[src/rtl/rv32_lsu_pkg.sv]
// rv32_lsu_pkg: shared types and constants for the load/store unit.
//   rv32_lsu_state_t : FSM state encoding (IDLE/REQ/WAIT)
//   LSU_* funct3     : RV32I load/store width/sign encodings
//   rv32_lsu_err_t   : exception codes reported on err_code
//   lsu_check()      : legality/alignment check applied at accept
package rv32_lsu_pkg;

  typedef enum logic [1:0] {
    LSU_IDLE = 2'd0,
    LSU_REQ  = 2'd1,
    LSU_WAIT = 2'd2
  } rv32_lsu_state_t;

  localparam logic [2:0] LSU_LB  = 3'b000;
  localparam logic [2:0] LSU_LH  = 3'b001;
  localparam logic [2:0] LSU_LW  = 3'b010;
  localparam logic [2:0] LSU_LBU = 3'b100;
  localparam logic [2:0] LSU_LHU = 3'b101;
  localparam logic [2:0] LSU_SB  = 3'b000;
  localparam logic [2:0] LSU_SH  = 3'b001;
  localparam logic [2:0] LSU_SW  = 3'b010;

  typedef enum logic [1:0] {
    ERR_NONE     = 2'b00,
    ERR_MISALIGN = 2'b01,
    ERR_ILLEGAL  = 2'b10
  } rv32_lsu_err_t;

  // Illegal funct3 wins over misalignment; alignment is judged on the
  // access size encoded in funct3[1:0].
  function automatic rv32_lsu_err_t lsu_check(input logic       is_load,
                                              input logic [2:0] funct3,
                                              input logic [1:0] off);
    rv32_lsu_err_t res;
    logic          legal;
    res = ERR_NONE;
    if (is_load) legal = (funct3 inside {LSU_LB, LSU_LH, LSU_LW, LSU_LBU, LSU_LHU});
    else         legal = (funct3 inside {LSU_SB, LSU_SH, LSU_SW});
    if (!legal) begin
      res = ERR_ILLEGAL;
    end else if ((funct3[1:0] == 2'b01 && off[0]) ||
                 (funct3[1:0] == 2'b10 && off != 2'b00)) begin
      res = ERR_MISALIGN;
    end
    return res;
  endfunction

endpackage

[src/rtl/rv32_lsu_if.sv]
// rv32_lsu_if: word-addressed data-memory port, single outstanding request.
//   mem_req/mem_we/mem_addr/mem_be/mem_wdata : request from the LSU
//   mem_gnt                                  : memory accepts the request
//   mem_rvalid/mem_rdata                     : read response for a load
// Handshake: a request transfers on a cycle with mem_req & mem_gnt; until
// then the requester holds mem_req and the whole payload stable. A load
// returns exactly one mem_rvalid at least one cycle after its grant; there
// is no back-pressure on the response.
interface rv32_lsu_if #(parameter int ADDR_W = 32);
  logic              mem_req;
  logic              mem_we;
  logic [ADDR_W-1:0] mem_addr;
  logic [3:0]        mem_be;
  logic [31:0]       mem_wdata;
  logic              mem_gnt;
  logic              mem_rvalid;
  logic [31:0]       mem_rdata;

  modport master (output mem_req, mem_we, mem_addr, mem_be, mem_wdata,
                  input  mem_gnt, mem_rvalid, mem_rdata);
  modport slave  (input  mem_req, mem_we, mem_addr, mem_be, mem_wdata,
                  output mem_gnt, mem_rvalid, mem_rdata);
endinterface

[src/rtl/rv32_lsu_align.sv]
// rv32_lsu_align: combinational byte-lane logic.
//   st_funct3/st_off/st_data -> st_be/st_wdata : store lane steering
//   ld_funct3/ld_off/ld_rdata -> ld_data       : load extract + extension
// Store and load paths are independent so the store side can work on the
// incoming op while the load side works on the latched one.
module rv32_lsu_align
  import rv32_lsu_pkg::*;
(
  input  logic [2:0]  st_funct3,
  input  logic [1:0]  st_off,
  input  logic [31:0] st_data,
  output logic [3:0]  st_be,
  output logic [31:0] st_wdata,
  input  logic [2:0]  ld_funct3,
  input  logic [1:0]  ld_off,
  input  logic [31:0] ld_rdata,
  output logic [31:0] ld_data
);

  logic [31:0] shifted;

  always_comb begin
    st_be    = 4'b0000;
    st_wdata = 32'h0;
    case (st_funct3)
      LSU_SB: begin
        st_be    = 4'b0001 << st_off;
        st_wdata = {4{st_data[7:0]}};
      end
      LSU_SH: begin
        st_be    = 4'b0011 << st_off;
        st_wdata = {2{st_data[15:0]}};
      end
      LSU_SW: begin
        st_be    = 4'b1111;
        st_wdata = st_data;
      end
      default: ;
    endcase
  end

  // Bring the addressed byte/halfword down to bit 0 before extending.
  assign shifted = ld_rdata >> {ld_off, 3'b000};

  always_comb begin
    ld_data = 32'h0;
    case (ld_funct3)
      LSU_LB:  ld_data = {{24{shifted[7]}}, shifted[7:0]};
      LSU_LH:  ld_data = {{16{shifted[15]}}, shifted[15:0]};
      LSU_LW:  ld_data = shifted;
      LSU_LBU: ld_data = {24'h0, shifted[7:0]};
      LSU_LHU: ld_data = {16'h0, shifted[15:0]};
      default: ;
    endcase
  end

endmodule

[src/rtl/rv32_lsu.sv]
// rv32_lsu: load/store unit between EX and writeback.
//   clk, rst                      : clock, async active-high reset
//   in_valid/in_ready + in_*      : op from EX, accepted only in IDLE
//   mem (rv32_lsu_if.master)      : data-memory request/grant/response
//   wb_valid/wb_rd/wb_data        : one-cycle load result pulse
//   st_done                       : one-cycle store complete pulse
//   err_valid/err_code/err_addr   : one-cycle exception pulse
//   dbg_state                     : current FSM state
// Ops are checked at accept; a faulting op never reaches memory.
module rv32_lsu
  import rv32_lsu_pkg::*;
#(
  parameter int ADDR_W = 32
) (
  input  logic            clk,
  input  logic            rst,
  input  logic            in_valid,
  output logic            in_ready,
  input  logic            in_is_load,
  input  logic [2:0]      in_funct3,
  input  logic [31:0]     in_addr,
  input  logic [31:0]     in_wdata,
  input  logic [4:0]      in_rd,
  rv32_lsu_if.master      mem,
  output logic            wb_valid,
  output logic [4:0]      wb_rd,
  output logic [31:0]     wb_data,
  output logic            st_done,
  output logic            err_valid,
  output logic [1:0]      err_code,
  output logic [31:0]     err_addr,
  output rv32_lsu_state_t dbg_state
);

  rv32_lsu_state_t   state;
  logic [ADDR_W-1:0] addr_q;
  logic [31:0]       wdata_q;
  logic [3:0]        be_q;
  logic [2:0]        funct3_q;
  logic              we_q;
  logic [4:0]        rd_q;

  rv32_lsu_err_t     chk;
  logic [3:0]        st_be;
  logic [31:0]       st_wdata;
  logic [31:0]       ld_data;

  assign chk = lsu_check(in_is_load, in_funct3, in_addr[1:0]);

  rv32_lsu_align u_align (
    .st_funct3 (in_funct3),
    .st_off    (in_addr[1:0]),
    .st_data   (in_wdata),
    .st_be     (st_be),
    .st_wdata  (st_wdata),
    .ld_funct3 (funct3_q),
    .ld_off    (addr_q[1:0]),
    .ld_rdata  (mem.mem_rdata),
    .ld_data   (ld_data)
  );

  assign in_ready      = (state == LSU_IDLE);
  assign mem.mem_req   = (state == LSU_REQ);
  // we_q persists after a store, so qualify it with the request.
  assign mem.mem_we    = mem.mem_req & we_q;
  assign mem.mem_addr  = {addr_q[ADDR_W-1:2], 2'b00};
  assign mem.mem_be    = be_q;
  assign mem.mem_wdata = wdata_q;
  assign dbg_state     = state;

  always_ff @(posedge clk or posedge rst) begin
    if (rst) begin
      state     <= LSU_IDLE;
      addr_q    <= '0;
      wdata_q   <= 32'h0;
      be_q      <= 4'b0000;
      funct3_q  <= 3'b000;
      we_q      <= 1'b0;
      rd_q      <= 5'd0;
      wb_valid  <= 1'b0;
      wb_rd     <= 5'd0;
      wb_data   <= 32'h0;
      st_done   <= 1'b0;
      err_valid <= 1'b0;
      err_code  <= 2'b00;
      err_addr  <= 32'h0;
    end else begin
      wb_valid  <= 1'b0;
      st_done   <= 1'b0;
      err_valid <= 1'b0;
      case (state)
        LSU_IDLE: begin
          if (in_valid) begin
            if (chk != ERR_NONE) begin
              err_valid <= 1'b1;
              err_code  <= chk;
              err_addr  <= in_addr;
            end else begin
              addr_q   <= in_addr[ADDR_W-1:0];
              wdata_q  <= st_wdata;
              be_q     <= st_be;
              funct3_q <= in_funct3;
              we_q     <= ~in_is_load;
              rd_q     <= in_rd;
              state    <= LSU_REQ;
            end
          end
        end
        LSU_REQ: begin
          if (mem.mem_gnt) begin
            st_done <= we_q;
            state   <= we_q ? LSU_IDLE : LSU_WAIT;
          end
        end
        LSU_WAIT: begin
          if (mem.mem_rvalid) begin
            wb_valid <= 1'b1;
            wb_rd    <= rd_q;
            wb_data  <= ld_data;
            state    <= LSU_IDLE;
          end
        end
        default: state <= LSU_IDLE;
      endcase
    end
  end

endmodule

[src/flat_wrapper.sv]
// flat-port wrapper written by rule: the top's interface ports become plain ports
module rv32_lsu_flat import rv32_lsu_pkg::*;
#(
  parameter int ADDR_W = 32
)
  (clk, rst, in_valid, in_ready, in_is_load, in_funct3, in_addr, in_wdata, in_rd, wb_valid, wb_rd, wb_data, st_done, err_valid, err_code, err_addr, dbg_state, mem_mem_req, mem_mem_we, mem_mem_addr, mem_mem_be, mem_mem_wdata, mem_mem_gnt, mem_mem_rvalid, mem_mem_rdata);
  rv32_lsu_if #(.ADDR_W(ADDR_W)) mem_i ();
  input  logic clk;
  input  logic rst;
  input  logic in_valid;
  output logic in_ready;
  input  logic in_is_load;
  input  logic [2:0] in_funct3;
  input  logic [31:0] in_addr;
  input  logic [31:0] in_wdata;
  input  logic [4:0] in_rd;
  output logic wb_valid;
  output logic [4:0] wb_rd;
  output logic [31:0] wb_data;
  output logic st_done;
  output logic err_valid;
  output logic [1:0] err_code;
  output logic [31:0] err_addr;
  output rv32_lsu_state_t dbg_state;
  output wire logic [$bits(mem_i.mem_req)-1:0] mem_mem_req;
  output wire logic [$bits(mem_i.mem_we)-1:0] mem_mem_we;
  output wire logic [$bits(mem_i.mem_addr)-1:0] mem_mem_addr;
  output wire logic [$bits(mem_i.mem_be)-1:0] mem_mem_be;
  output wire logic [$bits(mem_i.mem_wdata)-1:0] mem_mem_wdata;
  input wire logic [$bits(mem_i.mem_gnt)-1:0] mem_mem_gnt;
  input wire logic [$bits(mem_i.mem_rvalid)-1:0] mem_mem_rvalid;
  input wire logic [$bits(mem_i.mem_rdata)-1:0] mem_mem_rdata;
  assign mem_mem_req = mem_i.mem_req;
  assign mem_mem_we = mem_i.mem_we;
  assign mem_mem_addr = mem_i.mem_addr;
  assign mem_mem_be = mem_i.mem_be;
  assign mem_mem_wdata = mem_i.mem_wdata;
  assign mem_i.mem_gnt = mem_mem_gnt;
  assign mem_i.mem_rvalid = mem_mem_rvalid;
  assign mem_i.mem_rdata = mem_mem_rdata;
  rv32_lsu #(.ADDR_W(ADDR_W)) u_core (.clk(clk), .rst(rst), .in_valid(in_valid), .in_ready(in_ready), .in_is_load(in_is_load), .in_funct3(in_funct3), .in_addr(in_addr), .in_wdata(in_wdata), .in_rd(in_rd), .mem(mem_i), .wb_valid(wb_valid), .wb_rd(wb_rd), .wb_data(wb_data), .st_done(st_done), .err_valid(err_valid), .err_code(err_code), .err_addr(err_addr), .dbg_state(dbg_state));
endmodule
[config.mk]
export PLATFORM = sky130hd
export DESIGN_NAME = rv32_lsu_flat
export DESIGN_NICKNAME = d
export VERILOG_FILES = /design/src/rtl/rv32_lsu_pkg.sv /design/src/rtl/rv32_lsu_if.sv /design/src/rtl/rv32_lsu_align.sv /design/src/rtl/rv32_lsu.sv /design/src/flat_wrapper.sv
export SDC_FILE = /design/constraint.sdc
export NUM_CORES = 1
export LEC_CHECK = 0
export BUFFER_PORTS_ARGS = -buffer_cell sky130_fd_sc_hd__buf_2
export CORE_MARGIN = 1.5
export CORE_UTILIZATION = 40
export DETAILED_ROUTE_END_ITERATION = 10
export PLACE_DENSITY_LB_ADDON = 0.05
export SLEW_MARGIN = 25
export SYNTH_ARGS = -nofsm -noshare
export SYNTH_HDL_FRONTEND = slang
export SYNTH_SLANG_ARGS = --single-unit
[constraint.sdc]
create_clock -name clk -period 4.1 [get_ports clk]
set_input_delay 0.205 -clock clk [delete_from_list [all_inputs] [get_ports clk]]
set_output_delay 0.205 -clock clk [all_outputs]
set_load 0.005 [all_outputs]
; ---- After elaboration in Yosys (flattened, before gate mapping)
; Cells that the tools add are included.
; W data, S select, Z words.
[word_totals]
elab_cells = 69
ff_bits = 153
[op_classes]
n_reduce_logical = 14
n_eq_ne = 16
muxes = 19
bitwise_logic = 3
shifts = 3
[op_table]
columns = op, count
row1 = $pmux W32 S5, 1
row2 = $pmux W32 S3, 1
row3 = $shr A32 B5 Y32, 1
row4 = $eq A3 B3 Y1 const B, 4
row5 = $mux W2, 6
row6 = $pmux W4 S3, 1
row7 = $mux W1, 9
row8 = $ne A2 B2 Y1 const B, 4
row9 = $eq A3 B1 Y1 const B, 2
row10 = $eq A3 B2 Y1 const B, 2
row11 = $logic_not A3 Y1, 2
row12 = $pmux W2 S3, 1
row13 = $reduce_and A3 Y1, 2
row14 = $reduce_bool A5 Y1, 1
row15 = $eq A2 B1 Y1 const B, 2
row16 = $eq A2 B2 Y1 const B, 2
row17 = $reduce_and A4 Y1, 1
row18 = $reduce_bool A2 Y1, 2
row19 = $shl A1 B2 Y4 const A, 1
row20 = $shl A2 B2 Y4 const A, 1
row21 = $reduce_bool A3 Y1, 1
row22 = $logic_and A1 B1 Y1, 2
row23 = $logic_not A2 Y1, 1
row24 = $not A1 Y1, 2
row25 = other kinds (3), 3

; ---- Longest topological paths before layout
[depth]
depth_word = 9
depth_mapped = 7
ltp_nobuf = 5

; ---- Cells and area by module
; A second synthesis with hierarchy kept.
[hier_totals]
cells_unflattened = 679
hier_area_um2 = 7414.6
[by_module_without_submodules]
columns = module, instances, seq_area_each_um2, cells_per_inst, area_per_inst_um2
row1 = rv32_lsu, 1, 3828.7, 451, 6057.1
row2 = rv32_lsu_align, 1, 0.0, 228, 1357.6

; ---- Worst setup path before layout
; OpenSTA, ideal clock, no wires.
[synth_timing]
path_kind = reg-to-reg
start = reg u_core.addr_q[1]
end = reg u_core.wb_data[17]
t_arrival_ps = 1602
n_path_buf = 2
path_stages_with_launch = 7
required_ps = 3974
slack_ps = 2372
setup_time_ps = 126
period_less_slack_ps = 1728
path_cell_list = dfrtp_1 -> buf_4 -> mux2_2 -> mux2i_1 -> a211oi_2 -> buf_4 -> a221o_1
[synth_via]
elab_chain_cells = 2
[synth_lines]
columns = item, line_no
row1 = start: declaration, rv32_lsu.sv:36  ; logic [ADDR_W-1:0] addr_q;
row2 = start signal: assignment, rv32_lsu.sv:99  ; addr_q <= in_addr[ADDR_W-1:0];
row3 = $shr A32 B5 Y32, rv32_lsu_align.sv:43  ; assign shifted = ld_rdata >> {ld_off, 3'b000};
row4 = $pmux W32 S5, rv32_lsu_align.sv:47  ; case (ld_funct3)
row5 = end signal: assignment, rv32_lsu.sv:119  ; wb_data <= ld_data;
row6 = end: declaration, rv32_lsu.sv:27  ; output logic [31:0] wb_data,
; Every way passes these cells.
; A chain may end at the register's enable or synchronous reset.

; ---- Final worst setup path
[layout_timing]
start = reg u_core.addr_q[1]
end = reg u_core.wb_data[22]
; The elaborated chain is that of the path after synthesis.

==> impl_results.md <==
- Post-route antenna net violation count: 0
- Area added between synthesis and finish: 26.3%
- Fraction of the yosys area taken by sequential cells: 0.554
- Number of standard cells after synthesis: 571
- Worst setup path endpoint: u_core.wb_data[22]$_DFFE_PP0P_
- Commonest cells in the netlist: 153 x sky130_fd_sc_hd__dfrtp_1, 76 x sky130_fd_sc_hd__mux2_2, 43 x sky130_fd_sc_hd__nand2_1
- Clock transition time at the flip-flop clock pins of the worst setup and hold paths: 0.07 ns
- Async set or reset register ratio after synthesis: 1.00
- Final weighted congestion in routability-driven placement: 0.810
- Cell taking the most area after synthesis: sky130_fd_sc_hd__dfrtp_1
- Placeable core area: 16800 µm²
- CTS H-tree lvls: 4
- Layout cell share with drive strength beyond 1: 0.477
- Via count: 5191
- Ys flop type: sky130_fd_sc_hd__dfrtp_1
- Wirelength per Cell: 17.5 µm
- Quantity of hold-fixing buffers added after cts: 2
- Placed cell count: 983
- Number of global-route vias before repair: 5287
- Number of cells on the worst reg-to-reg path: 4
- Peak supply drop: 0.292 mV
- Chip height: 134 µm
- Setup repair after global routing missed its margin: no
- Number of antenna violations at the first check in global routing: 0
- Final Hold Fails: 0
- Cell with the most instances after synthesis: sky130_fd_sc_hd__dfrtp_1
- Final max-slew violation count: 0
- Die area: 18100 µm²
- Timing startpoint of the critical path: u_core.addr_q[1]$_DFFE_PP0P_
- Width of the chip: 134 µm
- Total setup violations reported at the end of the flow: 0
- Inserted Diodes: 0
- Initial cell density of the core: 0.413
- Violation count after the first detailed-route iteration: 227
- Row count: 47
- TritonCTS clock tree: yes
- Data arrival time at the worst-slack endpoint: 2.80 ns
- FF+latch count, synth: 153
- Deepest clock path buffer count: 2
- Count of flip-flops with a built-in enable after synthesis: 0
- Run status: complete, no violations
- Overall power consumption: 5.44 mW
- Achievable Freq: 407 MHz
- Aggregate global routing overflow: 0
- Total half-perimeter wirelength after legalization and detailed placement: 12.5 mm
- Type of the worst setup path: flip-flop to flip-flop
- R2R setup slack: 1.64 ns
- Total GRT Usage: 0.199
- TritonCTS buffer count: 17
- Register area: 3830 µm²
- Count of pins on the block boundary: 257
- Share of the cycle needed by the critical path after routing: 0.599
- First-pass DRT Iterations: 4
- Final cell count without fillers: 1017
- Hold crit path type: input port to async pin
- Critical path startpoint category: flip-flop
- Fillers: 1584
- Largest fanout on the critical path: 28
- Post-route DRC violation count: 0
- Total area of multi-input combinational cells: 2630 µm²
- Number of port buffers: 254
- Unique cell type count in the Yosys netlist: 46
- Avg Synthesized Cell Area: 12.1 µm²
- Most area-consuming cells after synthesis: sky130_fd_sc_hd__dfrtp_1 55%, sky130_fd_sc_hd__mux2_2 12%, sky130_fd_sc_hd__a22o_1 3.9%
- Power per Cell Area: 623 nW/µm²
- Root buffer selected by CTS: sky130_fd_sc_hd__clkbuf_16
- Mean number of vias per cell: 5.10
- WP data required: 4.45 ns
- Worst slew pin tran: 0.992 ns
- # Max-Cap Violations: 0
- Final #Nets: 894
- Leakage Power: 4.40 nW
- Setup TNS: 0 ns
- Yosys warns: 0
- Post-Place Cell Area: 8090 µm²
- Clock network latency to the later pin of the worst-skew pair: 0.41 ns
- Final Skew: 0.00728 ns
- Total of cells resized after clock tree synthesis: 0
- Number of clock sinks seen by CTS: 153
- Worst reg2reg path endpoint: u_core.wb_data[22]$_DFFE_PP0P_
- Max-Slew Margin vs Limit: 0.339
- Final critical path time including I/O delays and setup: 2.46 ns
- First-pass GRT wire length: 27.9 mm
- Final core occ: 0.521
- Critical path capture point type: flip-flop
- Post-CTS setup-driven buffer insertion count: 0
- Total detailed-routing wirelength: 17.8 mm
- Area share of the largest cell type after synthesis: 0.554
- Post-Synthesis Cell Area: 6920 µm²
- Non-Filler Cell Area, Final: 8740 µm²
- RR Startpoint: u_core.addr_q[1]$_DFFE_PP0P_
- Maximum number of pins on one net before global-route repair: 154
-- registers in the layout, summed over array words and instances, names as in the netlist, 2 cells and up --
signal	flops
u_core.addr_q	32
u_core.err_code	2
u_core.rd_q	5
u_core.funct3_q	3
u_core.mem.mem_wdata	32
u_core.err_addr	32
u_core.dbg_state	2
u_core.wb_data	32
u_core.wb_rd	5
u_core.mem.mem_be	4
-- placed cells by master, fill, tap and decap left out, types with 3 or more instances in the layout --
master | synthesis | final
sky130_fd_sc_hd__bufinv_16 | 0 | 3
sky130_fd_sc_hd__a21oi_1 | 30 | 30
sky130_fd_sc_hd__and2_1 | 9 | 9
sky130_fd_sc_hd__nand2_1 | 43 | 43
sky130_fd_sc_hd__clkbuf_16 | 0 | 17
sky130_fd_sc_hd__nor2b_1 | 14 | 14
sky130_fd_sc_hd__nor2_1 | 13 | 13
sky130_fd_sc_hd__buf_4 | 35 | 4
sky130_fd_sc_hd__mux2i_1 | 16 | 16
sky130_fd_sc_hd__inv_1 | 9 | 8
sky130_fd_sc_hd__a22o_1 | 31 | 31
sky130_fd_sc_hd__a221o_1 | 16 | 16
sky130_fd_sc_hd__dfrtp_1 | 153 | 153
sky130_fd_sc_hd__buf_2 | 12 | 254
sky130_fd_sc_hd__inv_6 | 0 | 6
sky130_fd_sc_hd__o2bb2ai_1 | 9 | 9
sky130_fd_sc_hd__nand3_1 | 9 | 9
sky130_fd_sc_hd__mux2_1 | 5 | 5
sky130_fd_sc_hd__mux2_2 | 76 | 76
sky130_fd_sc_hd__o21ai_0 | 37 | 37
-- per-layer routing --
| metal | up-vias | track usage | wire length (µm) |
|---|---|---|---|
| li1 | 2441 | - | - |
| met1 | 2559 | 0.238 | 7320 |
| met2 | 167 | 0.337 | 8930 |
| met3 | 24 | 0.0683 | 1190 |
| met4 | 0 | 0.0621 | 304 |
| met5 | - | 0 | 0 |
-- critical path: stages (launching register included) --
cell	delay, ns
sky130_fd_sc_hd__dfrtp_1	1.00
sky130_fd_sc_hd__mux2_2	0.35
sky130_fd_sc_hd__mux2i_1	0.14
sky130_fd_sc_hd__a211oi_4	0.68
sky130_fd_sc_hd__a221o_1	0.22
-- layout make-up --
type | instances | share of cell area
Timing Repair Buffer | 261 | 0.154
Tap cell | 220 | 0.0315
Clock inverter | 14 | 0.0211
Clock buffer | 18 | 0.0503
Multi-Input combinational cell | 341 | 0.301
Sequential cell | 153 | 0.438
Inverter | 10 | 0.00473
-- where the power goes --
group          total (mW)  leakage (nW)  internal, mW  switching [mW]
combinational        1.50          2.19         0.829           0.669
sequential           2.30          1.91          2.00           0.293
clock                1.65         0.305         0.992           0.654
total                5.44          4.40          3.83            1.62
-- through the flow --
step / hold WS, ns / setup slack (ns)
after global placement: 0.422 / 1.57
final: 0.00417 / 1.64
after floorplan: 0.295 / 1.96
after detailed placement: 0.420 / 1.46
after global routing: 0.0102 / 1.44
after CTS: 0.00271 / 1.44
-- cells by family (layout without fill, tap and decap cells) --
kind of cell	count (synthesis)	count (layout)	synth area share
other cells	1	2	0.000542
simple gates	107	107	0.0809
mux	97	97	0.155
flops	153	153	0.554
buf+inv	78	303	0.0689
compound gates	135	135	0.141
-- worst min path at each step --
stage | to | from | slack [ns]
2_1_floorplan | u_core.we_q$_DFFE_PP0P_ | in_is_load | 0.29
3_3_place_gp | u_core.we_q$_DFFE_PP0P_ | in_is_load | 0.42
3_5_place_dp | u_core.we_q$_DFFE_PP0P_ | in_is_load | 0.42
4_1_cts | u_core.err_addr[2]$_DFFE_PP0P_ | in_addr[2] | 0.003
5_1_grt | u_core.err_addr[2]$_DFFE_PP0P_ | in_addr[2] | 0.01
6_report | u_core.wb_data[0]$_DFFE_PP0P_ | rst | 0.004
Note: power is estimated with default switching activity, not from simulation.
